$ cat src/rtl/regdump_pkg.sv
// Shared state type and default widths for the register-file dump reader and the register file.
package regdump_pkg;

  localparam int REGDUMP_ADDR_W = 5;
  localparam int REGDUMP_DATA_W = 32;

  typedef enum logic [1:0] {
    IDLE,
    LOAD,
    SEND,
    DONE
  } regdump_state_t;

endpackage : regdump_pkg

$ cat src/rtl/regfile_dump_reader.sv
// Walks register addresses FIRST_REG..LAST_REG through one read port and streams each word with its address.
// Optional build macro REGDUMP_SKIP_ZERO_EN: zero-valued registers are skipped instead of emitted.
module regfile_dump_reader
  import regdump_pkg::*;
#(
  parameter int ADDR_W    = REGDUMP_ADDR_W,
  parameter int DATA_W    = REGDUMP_DATA_W,
  parameter int FIRST_REG = 0,
  parameter int LAST_REG  = 31
) (
  input  logic              clk,
  input  logic              rst,
  input  logic              start,
  output logic              busy,
  output logic              done,
  output logic [ADDR_W-1:0] rd_addr,
  input  logic [DATA_W-1:0] rd_data,
  output logic              m_valid,
  input  logic              m_ready,
  output logic [DATA_W-1:0] m_data,
  output logic [ADDR_W-1:0] m_addr,
  output logic              m_last
);

  localparam logic [ADDR_W-1:0] FIRST_A = ADDR_W'(FIRST_REG);
  localparam logic [ADDR_W-1:0] LAST_A  = ADDR_W'(LAST_REG);

  regdump_state_t    state_q, state_d;
  logic [ADDR_W-1:0] ptr_q, ptr_d;
  logic [DATA_W-1:0] m_data_q, m_data_d;
  logic [ADDR_W-1:0] m_addr_q, m_addr_d;
  logic              m_last_q, m_last_d;
  logic              m_valid_q, m_valid_d;
  logic              at_last;
  logic              skip_word;

  // LAST_REG ends the walk, so the pointer never has to wrap.
  assign at_last = (ptr_q == LAST_A);

`ifdef REGDUMP_SKIP_ZERO_EN
  assign skip_word = (rd_data == '0);
`else
  assign skip_word = 1'b0;
`endif

  always_comb begin
    // NOTE: every next-state value gets a default first so no path leaves it unassigned (no latch).
    state_d   = state_q;
    ptr_d     = ptr_q;
    m_data_d  = m_data_q;
    m_addr_d  = m_addr_q;
    m_last_d  = m_last_q;
    m_valid_d = m_valid_q;

    unique case (state_q)
      IDLE: begin
        if (start) begin
          ptr_d   = FIRST_A;
          state_d = LOAD;
        end
      end
      LOAD: begin
        if (skip_word) begin
          if (at_last) state_d = DONE;
          else         ptr_d   = ptr_q + ADDR_W'(1);
        end else begin
          // The word is sampled here; a write landing on this same edge is not seen.
          m_data_d  = rd_data;
          m_addr_d  = ptr_q;
          m_last_d  = at_last;
          m_valid_d = 1'b1;
          state_d   = SEND;
        end
      end
      SEND: begin
        if (m_valid_q && m_ready) begin
          m_valid_d = 1'b0;
          if (m_last_q) begin
            state_d = DONE;
          end else begin
            ptr_d   = ptr_q + ADDR_W'(1);
            state_d = LOAD;
          end
        end
      end
      DONE:    state_d = IDLE;
      default: state_d = IDLE;
    endcase
  end

  // NOTE: sequential state uses non-blocking assignments so all registers update together at the edge.
  always_ff @(posedge clk or negedge rst) begin
    if (!rst) begin
      state_q   <= IDLE;
      ptr_q     <= FIRST_A;
      m_data_q  <= '0;
      m_addr_q  <= '0;
      m_last_q  <= 1'b0;
      m_valid_q <= 1'b0;
    end else begin
      state_q   <= state_d;
      ptr_q     <= ptr_d;
      m_data_q  <= m_data_d;
      m_addr_q  <= m_addr_d;
      m_last_q  <= m_last_d;
      m_valid_q <= m_valid_d;
    end
  end

  assign busy    = (state_q != IDLE);
  assign done    = (state_q == DONE);
  assign rd_addr = ptr_q;
  assign m_valid = m_valid_q;
  assign m_data  = m_data_q;
  assign m_addr  = m_addr_q;
  assign m_last  = m_last_q;

endmodule : regfile_dump_reader

$ cat config.mk
export PLATFORM = sky130hd
export DESIGN_NAME = regfile_dump_reader
export DESIGN_NICKNAME = d
export VERILOG_FILES = /design/src/rtl/regdump_pkg.sv /design/src/rtl/regfile_dump_reader.sv
export SDC_FILE = /design/constraint.sdc
export NUM_CORES = 1
export LEC_CHECK = 0
export BUFFER_PORTS_ARGS = -buffer_cell sky130_fd_sc_hd__buf_2
export CAP_MARGIN = 40
export CELL_PAD_IN_SITES_DETAIL_PLACEMENT = 1
export CELL_PAD_IN_SITES_GLOBAL_PLACEMENT = 1
export CORE_MARGIN = 3
export CORE_UTILIZATION = 36
export DETAILED_ROUTE_END_ITERATION = 8
export PLACE_DENSITY = 0.86
export SYNTH_ARGS = -nofsm -noshare
export SYNTH_HDL_FRONTEND = slang
export SYNTH_SLANG_ARGS = --single-unit
$ cat constraint.sdc
create_clock -name clk -period 1.45 [get_ports clk]
set_input_delay 0 -clock clk [delete_from_list [all_inputs] [get_ports clk]]
set_output_delay 0 -clock clk [all_outputs]
set_load 0.05 [all_outputs]
==> reports/results.txt, run 1 <==
Hold Startpoint -> m_ready
# nets final -> 295
#FFs+latches synth -> 46
Die span in y -> 78.85 um
Post-Synth Simple-Gate Area -> 9.168%
Starting Density -> 38.90%
Pin count of the biggest net entering global routing -> 27
Setup_tns -> 0 ns
Layout Cell Area excl Fill -> 2905 um^2
Setup CP Type -> flip-flop to output port
Leak -> 0.001437 uW
PwrDens -> 2485 nW/um^2
Share of layout cells above drive strength 1 -> 56.20%
Xor and xnor area share after synthesis -> 0%
Startpoint Class -> flip-flop
Die width -> 78.85 um
Largest family of logic cells by synthesized area -> multiplexers
Placed instance area -> 2475 um^2
Area of the core -> 4911 um^2
Tmin final -> 1.394 ns
Worst path required time -> 1.45 ns
Top FF cell, synth -> dfrtp_1
Fmax -> 717.6 MHz
Worst hold path class -> input pin to flip-flop
Total track usage -> 17.68%
Max cap viols -> 0
Setup-failing EPs final -> 0
Aggregate global routing overflow -> 0
Ys async rst share -> 100.0%
TritonCTS clock tree -> built
Post-synth EDFFs -> 0
Latest clock arrival within the worst-skew pair -> 0.28 ns
Vias -> 1535
Worst Skew -> 0.005254 ns
Detailed Route WL -> 5177 um
Max VDD drop -> 1.412 mV
Crit. End Element -> output port
Post-route ant nets -> 0
Synth Area in Compound Gates -> 2.423%
Status -> finished clean
YS warnings -> 0
Die area -> 6217 um^2
Sequential share of the synthesized area -> 60.25%
Vias in the first global route -> 1711
Max clock buf depth -> 2
Residual DRC count -> 0
# IOs -> 82
Mapped Area -> 1911 um^2
Initial antenna violation count -> 0
CTS root buffer -> clkbuf_8
GP Congestion -> 0.7557
Avg Cell Area, Syn -> 14.81 um^2
H-Tree Depth -> 2
Post-DP HPWL -> 3451 um
FF-to-FF Start -> rd_addr[1]
CP startpoint -> state_q[0]
Worst EP arrival -> 1.39 ns
Site row count -> 25
Area growth from synthesis to layout -> 52.06%
Via density -> 4.723
DRT Pass-1 Iters -> 4
Final Hold Fails -> 0
TritonCTS Buffers -> 5
Measured slew at the worst slew-check pin -> 0.5980 ns
IO Port Bufs -> 81
Largest fanout on the critical path -> 6
Worst-path clk slew -> 0.08 ns
Syn nets -> 167
First-pass GRT wire length -> 8445 um
Clock Sinks -> 46
Routed len/inst -> 15.93 um
Mapped Cells -> 129
Unique masters post-synth -> 26
Final worst-path cycle share -> 96.11%
Worst hold slack -> 0.02107 ns
Antenna diodes -> 0
Post-Synth Adder-Cell Area -> 1.310%
Max Slew Vio Count -> 0
Mux share of post-synthesis cell area -> 24.17%
Worst rel slew slack -> 60.13%
Initial drt markers -> 50
-- critical path, stage by stage (launching register included) --
cell and delay (ns):
dfrtp_1 0.45, buf_4 0.18, or2_2 0.26, clkbuf_4 0.21
-- cell type report --
| cell class | count | area [um^2] |
|---|---|---|
| fill | 499 | 2006 |
| sequential | 46 | 1156 |
| timing repair buffer | 127 | 863.3 |
| multi-input combinational | 76 | 718.2 |
| tap | 67 | 83.83 |
| clock buffer | 8 | 80.08 |
| inverter | 1 | 3.754 |
-- cells by family after synthesis --
group / count (synthesis)
compound gates: 7
fa+ha+maj: 2
buf+inv: 7
flops: 46
mux: 38
simple gates: 29
-- state kept, by name (all words and copies together) (netlist names) --
| signal | count |
|---|---|
| m_data | 32 |
| m_addr | 5 |
| rd_addr | 5 |
| state_q | 2 |
| m_last | 1 |
| m_valid | 1 |
-- placed cells by master, fill, tap and decap left out, types with 2 or more instances in the layout --
master	instances
nand4b_1	3
clkbuf_8	5
mux2_4	9
clkbuf_1	3
dfrtp_1	42
nand2_1	5
dfrtp_2	4
o21bai_1	2
mux2_2	29
nand3_1	10
dlygate4sd3_1	34
nand2b_1	2
buf_12	2
buf_4	10
a21oi_1	2
buf_2	80
-- layer usage --
layer	wire, um	global-route usage (%)	vias up
li1	-	-	713
met1	2056	19.26	761
met2	2758	33.62	59
met3	338	4.535	2
met4	24	4.983	0
met5	0	0	-
-- power breakdown --
part	switching, uW	internal, uW	leakage [uW]
sequential	332	1850	0.000560
combinational	2860	1450	0.000838
clock	386	343	0.0000395
total	3580	3640	0.00144
-- what timing repair did --
item	4_1_cts	5_1_grt
hold endpoints to repair	57	0
gates resized for setup	0	1
hold buffers	34	0
setup endpoints to repair	0	1
setup buffers	0	1
-- cell usage after synthesis (2+ instances only) --
master / instances / area share, %
a21oi_1: 2 / 0.52
mux2_2: 29 / 17
nand4b_1: 3 / 1.4
ha_1: 2 / 1.3
nand2_1: 5 / 0.98
nand3_1: 10 / 2.6
nand2b_1: 2 / 0.65
o21bai_1: 2 / 0.79
mux2_4: 9 / 7.1
buf_6: 3 / 1.8
buf_2: 2 / 0.52
dfrtp_1: 46 / 60
-- worst paths after layout --
path	end	slack [ns]	cells after the start
max reg2reg	rd_addr[4]	0.07	5
max in group asynchronous	m_data[21]	0.61	3
min in group asynchronous	m_data[4]	0.25	2
max	busy	0.06	3
min reg2reg	m_data[24]	0.50	1
min	state_q[0]	0.02	3
-- per-stage QoR --
step	total power, uW	cells	setup WS [ns]	utilization (%)
final	7220	325	0.05640	59.16
after global routing	7609	325	-0.0001601	59.16
after CTS	7258	324	0.01810	58.96
after detailed placement	6429	282	0.07698	50.39
after global placement	6311	282	0.1255	50.39
after floorplan	5346	129	-0.0007699	-
(Power assumes the default switching activity.)
==> run 2, diff against run 1 <==
--- a/config.mk
+++ b/config.mk
@@ -5,6 +5,7 @@
 export SDC_FILE = /design/constraint.sdc
 export NUM_CORES = 1
 export LEC_CHECK = 0
+export ABC_AREA = 1
 export BUFFER_PORTS_ARGS = -buffer_cell sky130_fd_sc_hd__buf_2
 export CAP_MARGIN = 40
 export CELL_PAD_IN_SITES_DETAIL_PLACEMENT = 1
@@ -12,7 +13,7 @@
 export CORE_MARGIN = 3
 export CORE_UTILIZATION = 36
 export DETAILED_ROUTE_END_ITERATION = 8
-export PLACE_DENSITY = 0.86
+export PLACE_DENSITY = 0.87
 export SYNTH_ARGS = -nofsm -noshare
 export SYNTH_HDL_FRONTEND = slang
 export SYNTH_SLANG_ARGS = --single-unit
==> run 2 against run 1 <==
  * Die area fell by 2.1%
  * Power fell by 2.4%
  * Sequential share of layout area rose by 1.6 points
  * Non-clock buffer count fell by 8
  * Routed wire length barely moved
  * Largest power group unchanged
==> reports/results.txt, run 2 <==
Status -> finished clean (unchanged)
Starting Density -> 38.26% (was 38.90%)
Final std cells w/o fill -> 324 (was 325)
Die span in y -> 78.01 um (was 78.85 um)
Xor and xnor area share after synthesis -> 0% (unchanged)
# IOs -> 82 (unchanged)
Multi-input gate area -> 638.1 um^2 (was 718.2 um^2)
Post-route ant nets -> 0 (unchanged)
Total track usage -> 18.00% (was 17.68%)
Top FF cell, synth -> dfrtp_1 (unchanged)
Setup_tns -> 0 ns (unchanged)
Clock Sinks -> 46 (unchanged)
Commonest non-fill, non-tap cell in the layout -> buf_2 (unchanged)
Worst hold path class -> input pin to flip-flop (unchanged)
H-Tree Depth -> 2 (unchanged)
Routed len/inst -> 15.97 um (was 15.93 um)
Area of the core -> 4880 um^2 (was 4911 um^2)
Worst rel slew slack -> 71.44% (was 60.13%)
First-pass GRT wire length -> 8507 um (was 8445 um)
Residual DRC count -> 0 (unchanged)
Die area -> 6086 um^2 (was 6217 um^2)
Setup CP Type -> flip-flop to flip-flop (was flip-flop to output port)
Max cap viols -> 0 (unchanged)
Post-DP HPWL -> 3419 um (was 3451 um)
Synth top area cells -> dfrtp_1 62%, mux2_2 20%, nand2_1 3.6% (was dfrtp_1 60%, mux2_2 17%, mux2_4 7.1%)
PwrDens -> 2526 nW/um^2 (was 2485 nW/um^2)
Latest clock arrival within the worst-skew pair -> 0.29 ns (was 0.28 ns)
Startpoint Class -> flip-flop (unchanged)
Crit. End Element -> flip-flop (was output port)
Site row count -> 25 (unchanged)
Pin count of the biggest net entering global routing -> 34 (was 27)
Avg Cell Area, Syn -> 13.93 um^2 (was 14.81 um^2)
Initial antenna violation count -> 0 (unchanged)
Vias -> 1499 (was 1535)
Aggregate global routing overflow -> 0 (unchanged)
RSZ-0062 raised after global routing -> no
Largest family of logic cells by synthesized area -> multiplexers (unchanged)
Ys async rst share -> 100.0% (unchanged)
CTS root buffer -> clkbuf_8 (unchanged)
Die width -> 78.01 um (was 78.85 um)
GP Congestion -> 0.7132 (was 0.7557)
Measured slew at the worst slew-check pin -> 0.4285 ns (was 0.5980 ns)
Mapped Cells -> 134 (was 129)
Worst EP arrival -> 1.52 ns (was 1.39 ns)
Vias in the first global route -> 1726 (was 1711)
Max clock buf depth -> 2 (unchanged)
Area share of the largest cell type after synthesis -> 61.66% (was 60.25%)
Top-count cell post-synth -> dfrtp_1 (unchanged)
Antenna diodes -> 0 (unchanged)
Sequential share of the synthesized area -> 61.66% (was 60.25%)
Max Slew Vio Count -> 0 (unchanged)
YS warnings -> 0 (unchanged)
Initial drt markers -> 41 (was 50)
Max VDD drop -> 1.197 mV (was 1.412 mV)
Worst Skew -> 0.008218 ns (was 0.005254 ns)
FF+latch area -> 1154 um^2 (was 1156 um^2)
TritonCTS Buffers -> 5 (unchanged)
Detailed Route WL -> 5173 um (was 5177 um)
Worst-path clk slew -> 0.09 ns (was 0.08 ns)
Tmin final -> 1.335 ns (was 1.394 ns)
Max reg flops -> 32 (unchanged)
Mapped Area -> 1867 um^2 (was 1911 um^2)
Synth Area in Compound Gates -> 2.748% (was 2.423%)
Post-synth EDFFs -> 0 (unchanged)
Post_cts resized -> 0 (unchanged)
DRT Pass-1 Iters -> 4 (unchanged)
Largest fanout on the critical path -> 6 (unchanged)
Place WS -> 0.1034 ns (was 0.07698 ns)
#FFs+latches synth -> 46 (unchanged)
PnR worst setup slack -> 0.1147 ns (was 0.05640 ns)
Final Hold Fails -> 0 (unchanged)
Final worst-path cycle share -> 92.09% (was 96.11%)
# nets final -> 294 (was 295)
Placed instance area -> 2359 um^2 (was 2475 um^2)
Post-Synth Adder-Cell Area -> 1.340% (was 1.310%)
Post-synth top cells -> 46 x dfrtp_1, 33 x mux2_2, 18 x nand2_1 (was 46 x dfrtp_1, 29 x mux2_2, 10 x nand3_1)
Post-Synth Simple-Gate Area -> 7.775% (was 9.168%)
Cells after DPL -> 282 (unchanged)
Unique masters post-synth -> 17 (was 26)
IO Port Bufs -> 81 (unchanged)
Share of layout cells above drive strength 1 -> 52.14% (was 56.20%)
Area growth from synthesis to layout -> 49.46% (was 52.06%)
Area leader, netlist -> dfrtp_1 (unchanged)
Mux share of post-synthesis cell area -> 22.32% (was 24.17%)
Syn nets -> 172 (was 167)
Worst path required time -> 1.63 ns (was 1.45 ns)
Fmax -> 748.9 MHz (was 717.6 MHz)
Via density -> 4.627 (was 4.723)
Layout Cell Area excl Fill -> 2790 um^2 (was 2905 um^2)
TritonCTS clock tree -> built (unchanged)
Leak -> 0.001402 uW (was 0.001437 uW)
Commonest cells after routing, fill and taps aside -> 81 x buf_2, 44 x dfrtp_1, 34 x dlygate4sd3_1, 33 x mux2_2, 18 x nand2_1 (was 80 x buf_2, 42 x dfrtp_1, 34 x dlygate4sd3_1, 29 x mux2_2)
Setup-failing EPs final -> 0 (unchanged)
Fill count -> 560 (was 499)
## run 2: kinds of logic after synthesis
group,count (synthesis)
and+or+nand+nor,30
DFF,46
muxes,36
buffers and inverters,10
AOI/OAI and AO/OA,10
adders and majority gates,2
## run 2: layer usage
metal | global-route usage (%) | part of all wire [%] | up-vias
met5 | 0 | 0 | -
met4 | 5.070 | 1.2 | 0
met3 | 4.817 | 4.5 | 8
met2 | 34.50 | 59 | 47
met1 | 19.18 | 36 | 746
li1 | - | - | 698
## run 2: cell type report
cell class	instances	share of cell area, %
sequential	46	41.35
timing repair buffer	119	28.70
multi-input combinational	78	22.87
clock buffer	7	3.094
tap	67	3.004
inverter	6	0.8072
clock inverter	1	0.1794
## run 2: metrics by stage
step	hold slack [ns]	total power, uW	util, %
3_3_place_gp	-0.04320	6066	48.33
4_1_cts	0.1379	7106	57.18
5_1_grt	0.1482	7426	57.18
2_1_floorplan	-0.2956	5296	-
6_report	0.1384	7049	57.18
3_5_place_dp	-0.04131	6220	48.33
## run 2: final timing paths
path	from	endpoint	slack, ns	depth (start not counted)
worst max-delay path	rd_addr[0]	m_last	0.11	5
worst min-delay path	start	state_q[0]	0.14	5
worst max register to register	rd_addr[0]	m_last	0.11	5
worst min register to register	m_addr[0]	m_addr[0]	0.50	2
max in group asynchronous	rst	rd_addr[1]	0.75	3
min in group asynchronous	rst	m_data[9]	0.19	2
## run 2: repair_timing
action | CTS | global route
setup buffers | 0 | 0
hold buffers | 34 | 0
hold endpoints to repair | 79 | 0
## run 2: power by group
part	switching, uW	leakage [uW]	internal, uW
Clock	413	0.0000482	385
Combinational	2840	0.000797	1250
Sequential	321	0.000557	1840
## run 2: worst max-delay path, stage by stage, from the launching register on
cell,delay (ns)
dfrtp_2,0.45
ha_1,0.21
nand2_1,0.08
nor2_1,0.05
ha_1,0.18
mux2_2,0.26
